--- src/rtl/cpu_ctrl_fsm.sv ---
// cpu_ctrl_fsm: control sequencer for the Simple CPU v1.
//
// It steps each instruction through fetch, decode and execute. It drives the
// memory request handshake, the address-source select (pc or acc), the
// register load strobes and the ALU op code. A wait counter bounds how long
// a memory request may stay unacknowledged before the sequencer locks into ERR.
//
// Ports:
//   clk      in   system clock, rising edge
//   rst      in   synchronous reset, active-high; forces every output to 0
//   run      in   permits a new instruction fetch
//   ir[7:0]  in   instruction register; ir[7:5] opcode, ir[4:0] immediate
//   zero     in   acc == 0 flag from the datapath
//   mem_ack  in   memory completes the current request this cycle
//   muxa     out  address select: 1 = pc, 0 = acc
//   mem_req  out  memory read request
//   ir_ld    out  load ir from memory data
//   pc_inc   out  pc <= pc + 1
//   pc_ld    out  pc <= acc
//   acc_ld   out  load acc
//   acc_src  out  acc source: 0 = ALU result, 1 = memory data
//   alu_op   out  00 pass, 01 add imm, 10 sub imm, 11 and imm
//   halted   out  HLT executed
//   err      out  memory timeout occurred
module cpu_ctrl_fsm #(
  parameter int TIMEOUT = 15,
  parameter int CW      = 4
) (
  input  logic       clk,
  input  logic       rst,
  input  logic       run,
  input  logic [7:0] ir,
  input  logic       zero,
  input  logic       mem_ack,
  output logic       muxa,
  output logic       mem_req,
  output logic       ir_ld,
  output logic       pc_inc,
  output logic       pc_ld,
  output logic       acc_ld,
  output logic       acc_src,
  output logic [1:0] alu_op,
  output logic       halted,
  output logic       err
);

  typedef enum logic [2:0] {
    FETCH  = 3'd0,
    DECODE = 3'd1,
    EXEC   = 3'd2,
    MEM    = 3'd3,
    HALT   = 3'd4,
    ERR    = 3'd5
  } state_t;

  localparam logic [CW-1:0] TMO = CW'(TIMEOUT);

  state_t        state_reg, state_next;
  logic [CW-1:0] cnt_reg, cnt_next;
  logic [2:0]    opcode;
  logic          fetch_pend;
  logic          unused_imm;

  assign opcode = ir[7:5];

  // The immediate field feeds the datapath ALU directly. The sequencer does
  // not use it.
  assign unused_imm = ^ir[4:0];

  // The wait counter is cleared on entry to FETCH. A nonzero count in FETCH
  // therefore means a request went unacknowledged in an earlier cycle. That
  // request must persist even if run has since dropped.
  assign fetch_pend = (cnt_reg != '0);

  always_ff @(posedge clk) begin
    if (rst) begin
      state_reg <= FETCH;
      cnt_reg   <= '0;
    end else begin
      state_reg <= state_next;
      cnt_reg   <= cnt_next;
    end
  end

  always_comb begin
    state_next = state_reg;
    muxa       = 1'b0;
    mem_req    = 1'b0;
    ir_ld      = 1'b0;
    pc_inc     = 1'b0;
    pc_ld      = 1'b0;
    acc_ld     = 1'b0;
    acc_src    = 1'b0;
    alu_op     = 2'b00;
    halted     = 1'b0;
    err        = 1'b0;

    // While rst is high every output stays 0. This drops any request in flight.
    if (!rst) begin
      case (state_reg)
        FETCH: begin
          muxa = 1'b1;
          if (run || fetch_pend) begin
            mem_req = 1'b1;
            if (mem_ack) begin
              ir_ld      = 1'b1;
              pc_inc     = 1'b1;
              state_next = DECODE;
            end else if (cnt_reg == TMO) begin
              state_next = ERR;
            end
          end
        end
        DECODE: begin
          case (opcode)
            3'b001:  state_next = MEM;
            3'b111:  state_next = HALT;
            default: state_next = EXEC;
          endcase
        end
        EXEC: begin
          case (opcode)
            3'b010: begin acc_ld = 1'b1; alu_op = 2'b01; end
            3'b011: pc_ld = 1'b1;
            3'b100: pc_ld = zero;
            3'b101: begin acc_ld = 1'b1; alu_op = 2'b10; end
            3'b110: begin acc_ld = 1'b1; alu_op = 2'b11; end
            default: ;
          endcase
          state_next = FETCH;
        end
        MEM: begin
          // LDA: acc addresses memory, and the read data loads acc.
          mem_req = 1'b1;
          if (mem_ack) begin
            acc_ld     = 1'b1;
            acc_src    = 1'b1;
            state_next = FETCH;
          end else if (cnt_reg == TMO) begin
            state_next = ERR;
          end
        end
        HALT:    halted = 1'b1;
        ERR:     err    = 1'b1;
        default: state_next = FETCH;
      endcase
    end
  end

  // A fresh wait budget starts for each new request phase and after every
  // completed transfer. The counter saturates at TMO, so it cannot wrap back
  // below the timeout while a request is stuck.
  always_comb begin
    cnt_next = cnt_reg;
    if (mem_ack ||
        ((state_next != state_reg) && ((state_next == FETCH) || (state_next == MEM)))) begin
      cnt_next = '0;
    end else if (mem_req && (cnt_reg != TMO)) begin
      cnt_next = cnt_reg + CW'(1);
    end
  end

endmodule

--- config.mk ---
export PLATFORM = sky130hd
export DESIGN_NAME = cpu_ctrl_fsm
export DESIGN_NICKNAME = d
export VERILOG_FILES = /design/src/rtl/cpu_ctrl_fsm.sv
export SDC_FILE = /design/constraint.sdc
export NUM_CORES = 1
export LEC_CHECK = 0
export ABC_AREA = 1
export BUFFER_PORTS_ARGS = -buffer_cell sky130_fd_sc_hd__buf_2
export CORE_ASPECT_RATIO = 1.1
export CORE_MARGIN = 1.5
export CORE_UTILIZATION = 45
export CTS_BUF_LIST = sky130_fd_sc_hd__clkbuf_16
export DETAILED_ROUTE_END_ITERATION = 10
export GPL_ROUTABILITY_DRIVEN = 1
export PLACE_DENSITY = 0.74
export SLEW_MARGIN = 20
export SYNTH_ARGS = -nofsm -noshare
export SYNTH_HDL_FRONTEND = slang
export SYNTH_SLANG_ARGS = --single-unit
--- constraint.sdc ---
create_clock -name clk -period 1.7 [get_ports clk]
set_clock_uncertainty 0.15 [all_clocks]
set_input_delay 0.085 -clock clk [delete_from_list [all_inputs] [get_ports clk]]
set_output_delay 0.085 -clock clk [all_outputs]
set_load 0.01 [all_outputs]
==> results of run 1 <==
-- cell usage after synthesis --
master	n
nand2_1	24
nor3_1	5
o41ai_1	1
nor2_2	3
xor2_1	2
nand2_4	1
a31oi_1	1
buf_1	1
nor2_4	1
inv_2	1
inv_1	20
o21ai_0	3
nor2_1	14
nand3_1	8
a211oi_1	1
buf_6	1
nand3_4	1
nand4_1	2
dfxtp_1	7
nor4_1	1
buf_4	1
nand2_2	4
a21oi_1	4
ha_1	2
-- logic make-up (layout without fill, tap and decap cells) --
kind of cell,after synthesis,after routing,share of synthesized area
AO/OA/AOI/OAI,10,10,0.0883
XOR/XNOR,2,2,0.0269
adder cells (fa/ha/maj),2,2,0.0384
AND/OR/NAND/NOR,64,64,0.476
flip-flops,7,7,0.215
buffers and inverters,24,48,0.155
-- per-stage QoR --
step / setup TNS [ns] / power, mW
floorplan: 0 / 0.256
global placement: 0 / 0.286
detailed placement: -0.0237 / 0.289
CTS: 0 / 0.681
global route: -0.0930 / 0.705
finish: 0 / 0.675
-- tightest hold or removal path, stage by stage --
cell and delay, ns:
buf_2 0.10, nor2_1 0.05, nand2_2 0.10, nor2_2 0.03
-- final timing paths --
| path | from | endpoint | slack (ns) |
|---|---|---|---|
| worst min register to register | cnt_reg[1] | cnt_reg[1] | 0.46 |
| worst max-delay path | state_reg[0] | acc_ld | 0.07 |
| worst min-delay path | mem_ack | cnt_reg[3] | 0.04 |
| worst max register to register | cnt_reg[0] | cnt_reg[3] | 0.09 |
-- per-layer routing --
layer	share of wire	track usage
met5	0	0
met4	0	0.0414
met3	0.037	0.0628
met2	0.59	0.383
met1	0.37	0.235
-- area by class of cell --
type / count / area [um^2] / share of cell area
Multi-Input combinational cell: 78 / 443 / 0.497
Sequential cell: 7 / 143 / 0.160
Timing Repair Buffer: 23 / 128 / 0.143
Inverter: 21 / 78.8 / 0.0885
Clock buffer: 3 / 75.1 / 0.0843
Tap cell: 16 / 20.0 / 0.0225
Clock inverter: 1 / 3.75 / 0.00421
-- timing repair --
item,4_1_cts,5_1_grt
cloned,0,0
endpoints found under the setup margin,3,8
hold endpoints to repair,0,0
resized for setup,1,7
-- power breakdown --
group          switching [mW]  internal, mW
registers             0.00529         0.170
logic                  0.0725        0.0424
clock network          0.0804         0.305
total                   0.158         0.517
==> results.txt, run 1 <==
----------------------------------------------------
[Clocking]
  Clock root cell ... clkbuf_16
  Clock-pin slew of the registers on the worst-case setup and hold paths ... 0.04 ns
  Maximum level of the CTS H-tree ... 1
  Total CTS buffers ... 3
  Source-to-sink clock delay at the later pin of the worst-skew pair ... 0.23 ns
  Clock sinks ... 7
  Number of buffers added to fix hold violations after cts ... 0
  Setup Fix Bufs, Post-CTS ... 0
  TritonCTS clock tree ... yes
  Buffer depth of the longest clock path ... 2

[Detailed routing]
  Number of detailed-routing iterations run before antenna repair ... 4
  Count of unresolved DRC violations after routing ... 0
  Drt wl/cell ... 10.3 um
  Wire length reported by the detailed router ... 1.53 mm
  DR vias ... 733
  Via/cell ratio ... 4.92
  Antenna viol nets, final ... 0
  DRT iter0 DRCs ... 12

[Logic synthesis]
  Number of library cell types mapped by synthesis ... 24
  Post-synth top area share ... 0.215
  Yosys warnings ... 0
  Register bit count reported by yosys ... 7
  Syn Area/Cell ... 5.98 um^2
  Synth area leaders ... dfxtp_1 (21%), nand2_1 (14%), inv_1 (12%), nor2_1 (8.1%), nand3_1 (6.1%)
  Mapped cell area ... 652 um^2
  Post-synthesis sequential area ratio ... 0.215
  Number of cells produced by synthesis ... 109
  Post-synthesis net count ... 124
  Top cell type by total area after synthesis ... dfxtp_1

[GRT]
  Pin count of the biggest net entering global routing ... 14
  Antenna violations before repair ... 0
  Vias in the first global route ... 696
  Global routing usage summed across all routing layers ... 0.212
  Global-route wire length before repair ... 2.56 mm
  Aggregate global routing overflow ... 0

[Timing]
  Minimum clock period ... 1.63 ns
  Worst slew margin relative to its limit ... 0.833
  Share of the cycle needed by the critical path after routing ... 0.959
  Hold Fails Final Rpt ... 0
  Max-slew violation count ... 0
  Final setup viols ... 0
  Unrepaired setup endpoints after global routing ... true
  Worst Slack Setup Final ... 0.0699 ns
  Transition time of the tightest slew-check pin ... 0.247 ns
  Worst hold-check slack ... 0.0384 ns
  Top achievable clock speed ... 0.613 GHz

[Die]
  Site Rows ... 14
  Height of the chip ... 42.9 um
  Effective utilization at floorplan ... 0.477
  Area of the die ... 1690 um^2
  # IOs ... 24
  Die Wd ... 39.3 um
  Core region area ... 1370 um^2

[Min path]
  Number of cells traversed by the worst hold path ... 4
  Hold Path Class ... input port to register

[Outcome]
  Status ... complete, no violations

[Place]
  Final HPWL DP ... 1.24 mm
  Pre-CTS setup slack ... -0.0185 ns
  Number of placed instances, taps included ... 145
  Post-DP Area ... 777 um^2
  Input/output buffers ... 18
  Routability congestion estimate ... 0.751

[Layout]
  Max reg flops ... 4
  Leading cell types in the layout, fill and taps excluded ... nand2_1 (24), inv_1 (21), buf_2 (18), nor2_1 (14), nand3_1 (6)
  Final net count ... 149
  Area grow syn2layout ... 36.7%
  Fill cells ... 140
  Most frequent standard cell in the layout excluding fill and tap cells ... nand2_1
  Finished Layout Cells ... 149
  Finished Core Util ... 0.652
  Share of final-layout standard cells stronger than drive strength 1 ... 0.331
  Antenna Cells ... 0
  Post-route standard cell area excluding fillers ... 891 um^2

[Worst setup path]
  Startpoint type of the worst setup path ... register
  Required arrival time at the worst endpoint ... 1.46 ns
  Slowest cell on the critical path ... dfxtp_1
  Top cell family by delay on the critical path ... flip-flops
  Critical Path Sink Type ... primary output
  List of cells traversed by the critical path ... nand2_2 -> nor2_2 -> inv_2 -> nor3_2 -> inv_1 -> o41ai_1 -> buf_2
  Cell depth of the worst setup path ... 7
  Arrival time of data at the critical path endpoint ... 1.40 ns
  Type of the setup path with the least slack ... register to primary output
  Number of buffer and inverter instances along the worst setup path ... 3
  Worst-path fanout max ... 4
  Worst stage delay on the critical path ... 0.39 ns
  Worst Reg-to-Reg Cells ... 10

[Power and ir drop]
  Power per unit of standard cell area ... 758 nW/um^2
  Worst vdd rail ir drop ... 0.903 mV
  Pleak ... 0.464 nW

[Flow run]
  Total of max-cap violations ... 0

----------------------------------------------------
Note: power is estimated with default switching activity, not from simulation.
==> inputs of run 2 (changes only) <==
CORE_UTILIZATION = 27   (was 45)
PLACE_DENSITY = default   (was 0.74)
==> run 2 against run 1 <==
  * Via count shrank 0.55%
  * Sequential power is essentially flat
  * Wire length grew 0.65%
  * Cell count grew 9.4%
  * Non-clock buffer count is the same
  * Utilization shrank 24 points
  * Worst hold slack gained 0.015 ns
  * Clock power is essentially flat
  * Die area grew 61%
  * Critical path depth grew 4
==> results.txt, run 2 (synthesis gave the netlist of run 1 again) <==
----------------------------------------------------
[GRT]
  Most used routing layer in global routing ... met2
  Global-route wire length before repair ... 2.71 mm (+5.9%)
  Antenna violations before repair ... 0 (unchanged)
  Aggregate global routing overflow ... 0 (unchanged)
  GR Layer Usage met1 ... 0.143 (-0.0912)
  Met3 Use GR ... 0.0273 (-0.0355)
  Pin count of the biggest net entering global routing ... 9 (-5)
  Met2 track demand over resource ... 0.247 (-0.137)
  Global routing usage summed across all routing layers ... 0.127 (-0.0851)
  Vias in the first global route ... 661 (-5.0%)

[Timing]
  Share of the cycle needed by the critical path after routing ... 0.920 (-0.0385)
  Worst slew margin relative to its limit ... 0.825 (-0.00794)
  Hold Fails Final Rpt ... 0 (unchanged)
  Minimum clock period ... 1.56 ns (-0.0654 ns)
  Worst Slack Setup Final ... 0.135 ns (+0.0654 ns)
  Top achievable clock speed ... 0.639 GHz (+4.2%)
  Max-slew violation count ... 0 (unchanged)
  Final setup viols ... 0 (unchanged)
  Transition time of the tightest slew-check pin ... 0.261 ns (+0.0142 ns)
  Unrepaired setup endpoints after global routing ... true

[Place]
  Pre-CTS setup slack ... 0.0234 ns (+0.0419 ns)
  Input/output buffers ... 18 (unchanged)
  Number of placed instances, taps included ... 159 (+9.7%)
  Routability congestion estimate ... 0.889 (+18%)
  Final HPWL DP ... 1.24 mm (+0.44%)

[Power and ir drop]
  Power per unit of standard cell area ... 722 nW/um^2 (-4.8%)
  Logic pwr share ... 0.171 (about the same)
  Worst vdd rail ir drop ... 0.581 mV (-36%)
  Pleak ... 0.473 nW (+1.9%)
  Internal power contribution ... 0.518 mW (+0.15%)
  Clock network fraction of design power ... 0.570 (about the same)
  Fraction of power spent switching nets ... 0.234 (about the same)
  Fraction of power consumed by sequential logic ... 0.259 (about the same)
  Net switching power figure ... 0.159 mW (+0.20%)

[Detailed routing]
  DR vias ... 729 (-0.55%)
  DRT iter0 DRCs ... 14 (+2)
  Count of unresolved DRC violations after routing ... 0 (unchanged)
  Wire length reported by the detailed router ... 1.54 mm (+0.65%)
  Antenna viol nets, final ... 0 (unchanged)
  Number of detailed-routing iterations run before antenna repair ... 4 (unchanged)
  Drt wl/cell ... 9.45 um (-8.0%)
  Via/cell ratio ... 4.47 (-9.1%)

[Die]
  Area of the die ... 2720 um^2 (+61%)
  # IOs ... 24 (unchanged)
  Site Rows ... 18 (+4)
  Height of the chip ... 54.5 um (+27%)
  Effective utilization at floorplan ... 0.287 (-0.191)
  Die Wd ... 49.9 um (+27%)
  Core region area ... 2270 um^2 (+66%)

[Clocking]
  Buffer depth of the longest clock path ... 2 (unchanged)
  Clock-pin slew of the registers on the worst-case setup and hold paths ... 0.04 ns (about the same)
  TritonCTS clock tree ... yes
  Clock root cell ... clkbuf_16
  Maximum level of the CTS H-tree ... 1 (unchanged)
  Clock sinks ... 7 (unchanged)
  Number of buffers added to fix hold violations after cts ... 0 (unchanged)
  Setup Fix Bufs, Post-CTS ... 0 (unchanged)
  Source-to-sink clock delay at the later pin of the worst-skew pair ... 0.23 ns (about the same)
  Total CTS buffers ... 3 (unchanged)

[Layout]
  Fill cells ... 247 (+76%)
  Final net count ... 149 (unchanged)
  Antenna Cells ... 0 (unchanged)
  Sequential cell area ... 151 um^2 (+6.1%)
  Share of final-layout standard cells stronger than drive strength 1 ... 0.383 (+0.0526)
  Leading cell types in the layout, fill and taps excluded ... nand2_1 (23), inv_1 (19), buf_2 (18), nor2_1 (14), nand3_1 (6)
  Max reg flops ... 4 (unchanged)
  Most frequent standard cell in the layout excluding fill and tap cells ... nand2_1
  Finished Layout Cells ... 163 (+9.4%)
  Area occupied by multi-input gates ... 463 um^2 (+4.5%)
  Area grow syn2layout ... 43.8%

[Worst setup path]
  Worst r2r src ... cnt_reg[0]
  Register-to-register path setup slack ... 0.14 ns (+0.05 ns)
  Worst-path fanout max ... 4 (unchanged)
  Type of the setup path with the least slack ... register to register
  Arrival time of data at the critical path endpoint ... 1.53 ns (+0.13 ns)
  Startpoint type of the worst setup path ... register
  Worst Reg-to-Reg Cells ... 11 (+1)
  Required arrival time at the worst endpoint ... 1.66 ns (+0.20 ns)
  Critical Path Sink Type ... register
  Reg-to-reg endpoint ... cnt_reg[2]

[Flow run]
  Total of max-cap violations ... 0 (unchanged)

[Min path]
  Number of cells traversed by the worst hold path ... 4 (unchanged)
  Hold Path Class ... input port to register
  Endpoint with the worst hold slack ... cnt_reg[1]
  Beginning of the worst hold path ... mem_ack

[Outcome]
  Status ... complete, no violations

----------------------------------------------------
[run 2: cell counts in the layout (fill, tap and decap cells not counted)]
Identical to the previous run, type by type.
[run 2: worst max-delay path by stage]
stage,startpoint,to,slack (ns)
4_1_cts,cnt_reg[1],cnt_reg[0],0.01
2_1_floorplan,cnt_reg[1],cnt_reg[2],0.13
3_5_place_dp,cnt_reg[1],cnt_reg[0],0.02
5_1_grt,cnt_reg[0],cnt_reg[0],-0.01
3_3_place_gp,cnt_reg[1],cnt_reg[2],0.03
6_report,cnt_reg[0],cnt_reg[2],0.14
[run 2: timing repair]
action	in CTS	in global routing
pin swaps	0	4
gates resized for setup	1	18
endpoints found under the setup margin	1	8
[run 2: worst max-delay path, cell delays in order, from the launching register on]
cell and delay [ns]:
dfxtp_4 0.35, inv_2 0.07, ha_2 0.17, nand3_2 0.09, nand2_2 0.11, nand2_4 0.06, nand2_1 0.08, nand4_1 0.07
o21ai_0 0.08, nand2_1 0.08, nand2_2 0.10, nor2_1 0.05
[run 2: layout make-up]
class | instances | share of cell area
clock buffers | 3 | 0.0801
repair buffers | 23 | 0.136
inverters | 21 | 0.0841
flip-flops and latches | 7 | 0.162
well taps | 30 | 0.0401
clock inverters | 1 | 0.00401
multi-input cells | 78 | 0.494
[run 2: power groups by stage]
| stage | sequential (mW) | clock, mW | combinational [mW] |
|---|---|---|---|
| floorplan | 0.174 | 0 | 0.0820 |
| global placement | 0.177 | 0 | 0.111 |
| detailed placement | 0.177 | 0 | 0.113 |
| CTS | 0.175 | 0.394 | 0.113 |
| global route | 0.176 | 0.406 | 0.133 |
| finish | 0.175 | 0.386 | 0.116 |
[run 2: stage by stage]
step            util  power [mW]  cell area, um^2  setup TNS (ns)  hold slack [ns]
2_1_floorplan      -       0.256              652               0           0.0744
3_3_place_gp   0.349       0.288              795               0            0.280
3_5_place_dp   0.349       0.290              795               0            0.288
4_1_cts        0.384       0.682              875               0           0.0536
5_1_grt        0.412       0.715              937         -0.0173           0.0796
6_report       0.412       0.676              937               0           0.0536
[run 2: routing by layer]
layer  wire [um]  part of all wire  vias up
li1            -                 -      390
met1         689              0.45      320
met2         772              0.50       19
met3          79             0.051        0
met4           0                 0        0
met5           0                 0        -
==> inputs of run 3 (changes only) <==
CELL_PAD_IN_SITES_DETAIL_PLACEMENT = 0   (was default)
CELL_PAD_IN_SITES_GLOBAL_PLACEMENT = 1   (was default)
PLACE_DENSITY_LB_ADDON = 0.1   (was default)
clock period = 1.69 ns   (was 1.7 ns; I/O delays follow)
==> run 3 against run 2 <==
  * Sequential share of layout area is 0.64 points lower
  * First-iteration DRC count up 36%
  * Utilization grew 1.7 points
  * Combinational power is 8% higher
  * Worst setup slack worse by 0.059 ns
  * Critical path depth rose by 2
==> results.txt, run 3 (synthesis gave the netlist of run 1 again) <==
----------------------------------------------------
[Worst setup path]
  Launching element of the worst setup path ... cnt_reg[1]
  Required arrival time at the worst endpoint ... 1.66 ns (about the same)
  Worst r2r src ... cnt_reg[1]
  Arrival time of data at the critical path endpoint ... 1.58 ns (+0.05 ns)
  Startpoint type of the worst setup path ... register
  Type of the setup path with the least slack ... register to register
  Critical Path Sink Type ... register
  Worst-path fanout max ... 4 (unchanged)

[GRT]
  GR Layer Usage met1 ... 0.138 (-0.00517)
  Met3 Use GR ... 0.0437 (+0.0164)
  Global routing usage summed across all routing layers ... 0.134 (+0.00703)
  Antenna violations before repair ... 0 (unchanged)
  Global-route wire length before repair ... 2.70 mm (-0.52%)
  Most used routing layer in global routing ... met2
  Aggregate global routing overflow ... 0 (unchanged)
  Vias in the first global route ... 671 (+1.5%)
  Pin count of the biggest net entering global routing ... 9 (unchanged)
  Met2 track demand over resource ... 0.253 (+0.00667)

[Timing]
  Total negative slack ... 0 ns (unchanged)
  Unrepaired setup endpoints after global routing ... true
  Worst Slack Setup Final ... 0.0762 ns (-0.0591 ns)
  Transition time of the tightest slew-check pin ... 0.240 ns (-0.0214 ns)
  Worst slew margin relative to its limit ... 0.838 (+0.0128)
  Max-slew violation count ... 0 (unchanged)
  Top achievable clock speed ... 0.620 GHz (-3.0%)
  Hold Fails Final Rpt ... 0 (unchanged)
  Share of the cycle needed by the critical path after routing ... 0.955 (+0.0345)
  Final setup viols ... 0 (unchanged)
  Minimum clock period ... 1.61 ns (+0.0491 ns)

[Clocking]
  Clock root cell ... clkbuf_16
  TritonCTS clock tree ... yes
  Maximum level of the CTS H-tree ... 1 (unchanged)
  Clock-pin slew of the registers on the worst-case setup and hold paths ... 0.04 ns (about the same)
  Source-to-sink clock delay at the later pin of the worst-skew pair ... 0.23 ns (about the same)
  Total CTS buffers ... 3 (unchanged)
  Clock sinks ... 7 (unchanged)
  Buffer depth of the longest clock path ... 2 (unchanged)
  Number of buffers added to fix hold violations after cts ... 0 (unchanged)

[Power and ir drop]
  Power per unit of standard cell area ... 720 nW/um^2 (-0.32%)
  Worst vdd rail ir drop ... 0.610 mV (+5.0%)
  Pleak ... 0.484 nW (+2.3%)

[Layout]
  Share of final-layout standard cells stronger than drive strength 1 ... 0.415 (+0.0314)
  Leading cell types in the layout, fill and taps excluded ... nand2_1 (22), buf_2 (18), inv_1 (17), nor2_1 (12)
  Max reg flops ... 4 (unchanged)
  Area grow syn2layout ... 49.7%
  Post-route standard cell area excluding fillers ... 976 um^2 (+4.1%)
  Final net count ... 151 (+1.3%)
  Finished Core Util ... 0.429 (+0.0171)
  Antenna Cells ... 0 (unchanged)
  Most frequent standard cell in the layout excluding fill and tap cells ... nand2_1

[Place]
  Input/output buffers ... 18 (unchanged)
  Pre-CTS setup slack ... -0.0456 ns (-0.0690 ns)
  Final HPWL DP ... 1.33 mm (+7.0%)
  Routability congestion estimate ... 0.738 (-17%)
  Post-DP Area ... 795 um^2 (unchanged)

[Die]
  Height of the chip ... 54.5 um (unchanged)
  Die Wd ... 49.9 um (unchanged)
  Area of the die ... 2720 um^2 (unchanged)
  # IOs ... 24 (unchanged)
  Site Rows ... 18 (unchanged)
  Effective utilization at floorplan ... 0.287 (unchanged)
  Core region area ... 2270 um^2 (unchanged)

[Detailed routing]
  Antenna viol nets, final ... 0 (unchanged)
  Number of detailed-routing iterations run before antenna repair ... 4 (unchanged)
  Via/cell ratio ... 4.44 (-0.81%)
  Wire length reported by the detailed router ... 1.66 mm (+7.7%)
  Count of unresolved DRC violations after routing ... 0 (unchanged)
  DRT iter0 DRCs ... 19 (+5)
  Drt wl/cell ... 10.1 um (+6.4%)
  DR vias ... 732 (+0.41%)

[Outcome]
  Status ... complete, no violations

[Min path]
  Hold Path Class ... input port to register
  Beginning of the worst hold path ... mem_ack

[Flow run]
  Total of max-cap violations ... 0 (unchanged)

----------------------------------------------------
[run 3: path summary, 6_finish.rpt]
| check | end | slack [ns] | cells past startpoint |
|---|---|---|---|
| setup / recovery | cnt_reg[2] | 0.08 | 13 |
| hold / removal | cnt_reg[0] | 0.03 | 4 |
| setup reg to reg | cnt_reg[2] | 0.08 | 13 |
| hold reg to reg | state_reg[1] | 0.40 | 2 |
[run 3: critical path: stages, from the launching register on]
cell and delay, ns:
dfxtp_4 0.36, buf_6 0.10, inv_4 0.03, ha_4 0.15
nand3_4 0.09, nand3_1 0.07, nand2_1 0.09, nand2_2 0.07
nand2_1 0.07, nand2_1 0.05, nand2_1 0.05, nand2_1 0.06
nand2_2 0.11, nor2_1 0.05
[run 3: report_power, final]
part           switching (mW)  internal [mW]  total [mW]  leakage [nW]
clock                  0.0941          0.308       0.402        0.0423
combinational          0.0758         0.0493       0.125         0.382
sequential            0.00606          0.169       0.175        0.0596
total                   0.176          0.526       0.702         0.484
[run 3: what timing repair did]
item | in CTS | in global routing
buffers inserted | 0 | 2
gates resized for setup | 3 | 25
endpoints found under the setup margin | 7 | 8
pin swaps | 0 | 8
gates cloned | 0 | 0
[run 3: layout make-up]
cell class	instances	area (um^2)
well taps	30	37.5
fillers	261	1300
flip-flops and latches	7	151
repair buffers	25	146
multi-input cells	78	480
inverters	21	81.3
clock inverters	1	3.75
clock buffers	3	75.1
[run 3: through the flow]
stage	total power, mW	hold WS, ns	cells
finish	0.702	0.0278	165
detailed placement	0.293	0.269	159
CTS	0.701	0.0267	163
global placement	0.293	0.276	159
global route	0.738	0.0603	165
floorplan	0.258	0.0734	109
[run 3: metal layers]
metal | routed length (um) | vias up
met1 | 697 | 318
met4 | 26 | 0
met2 | 864 | 13
met5 | 0 | -
met3 | 72 | 5
li1 | - | 396
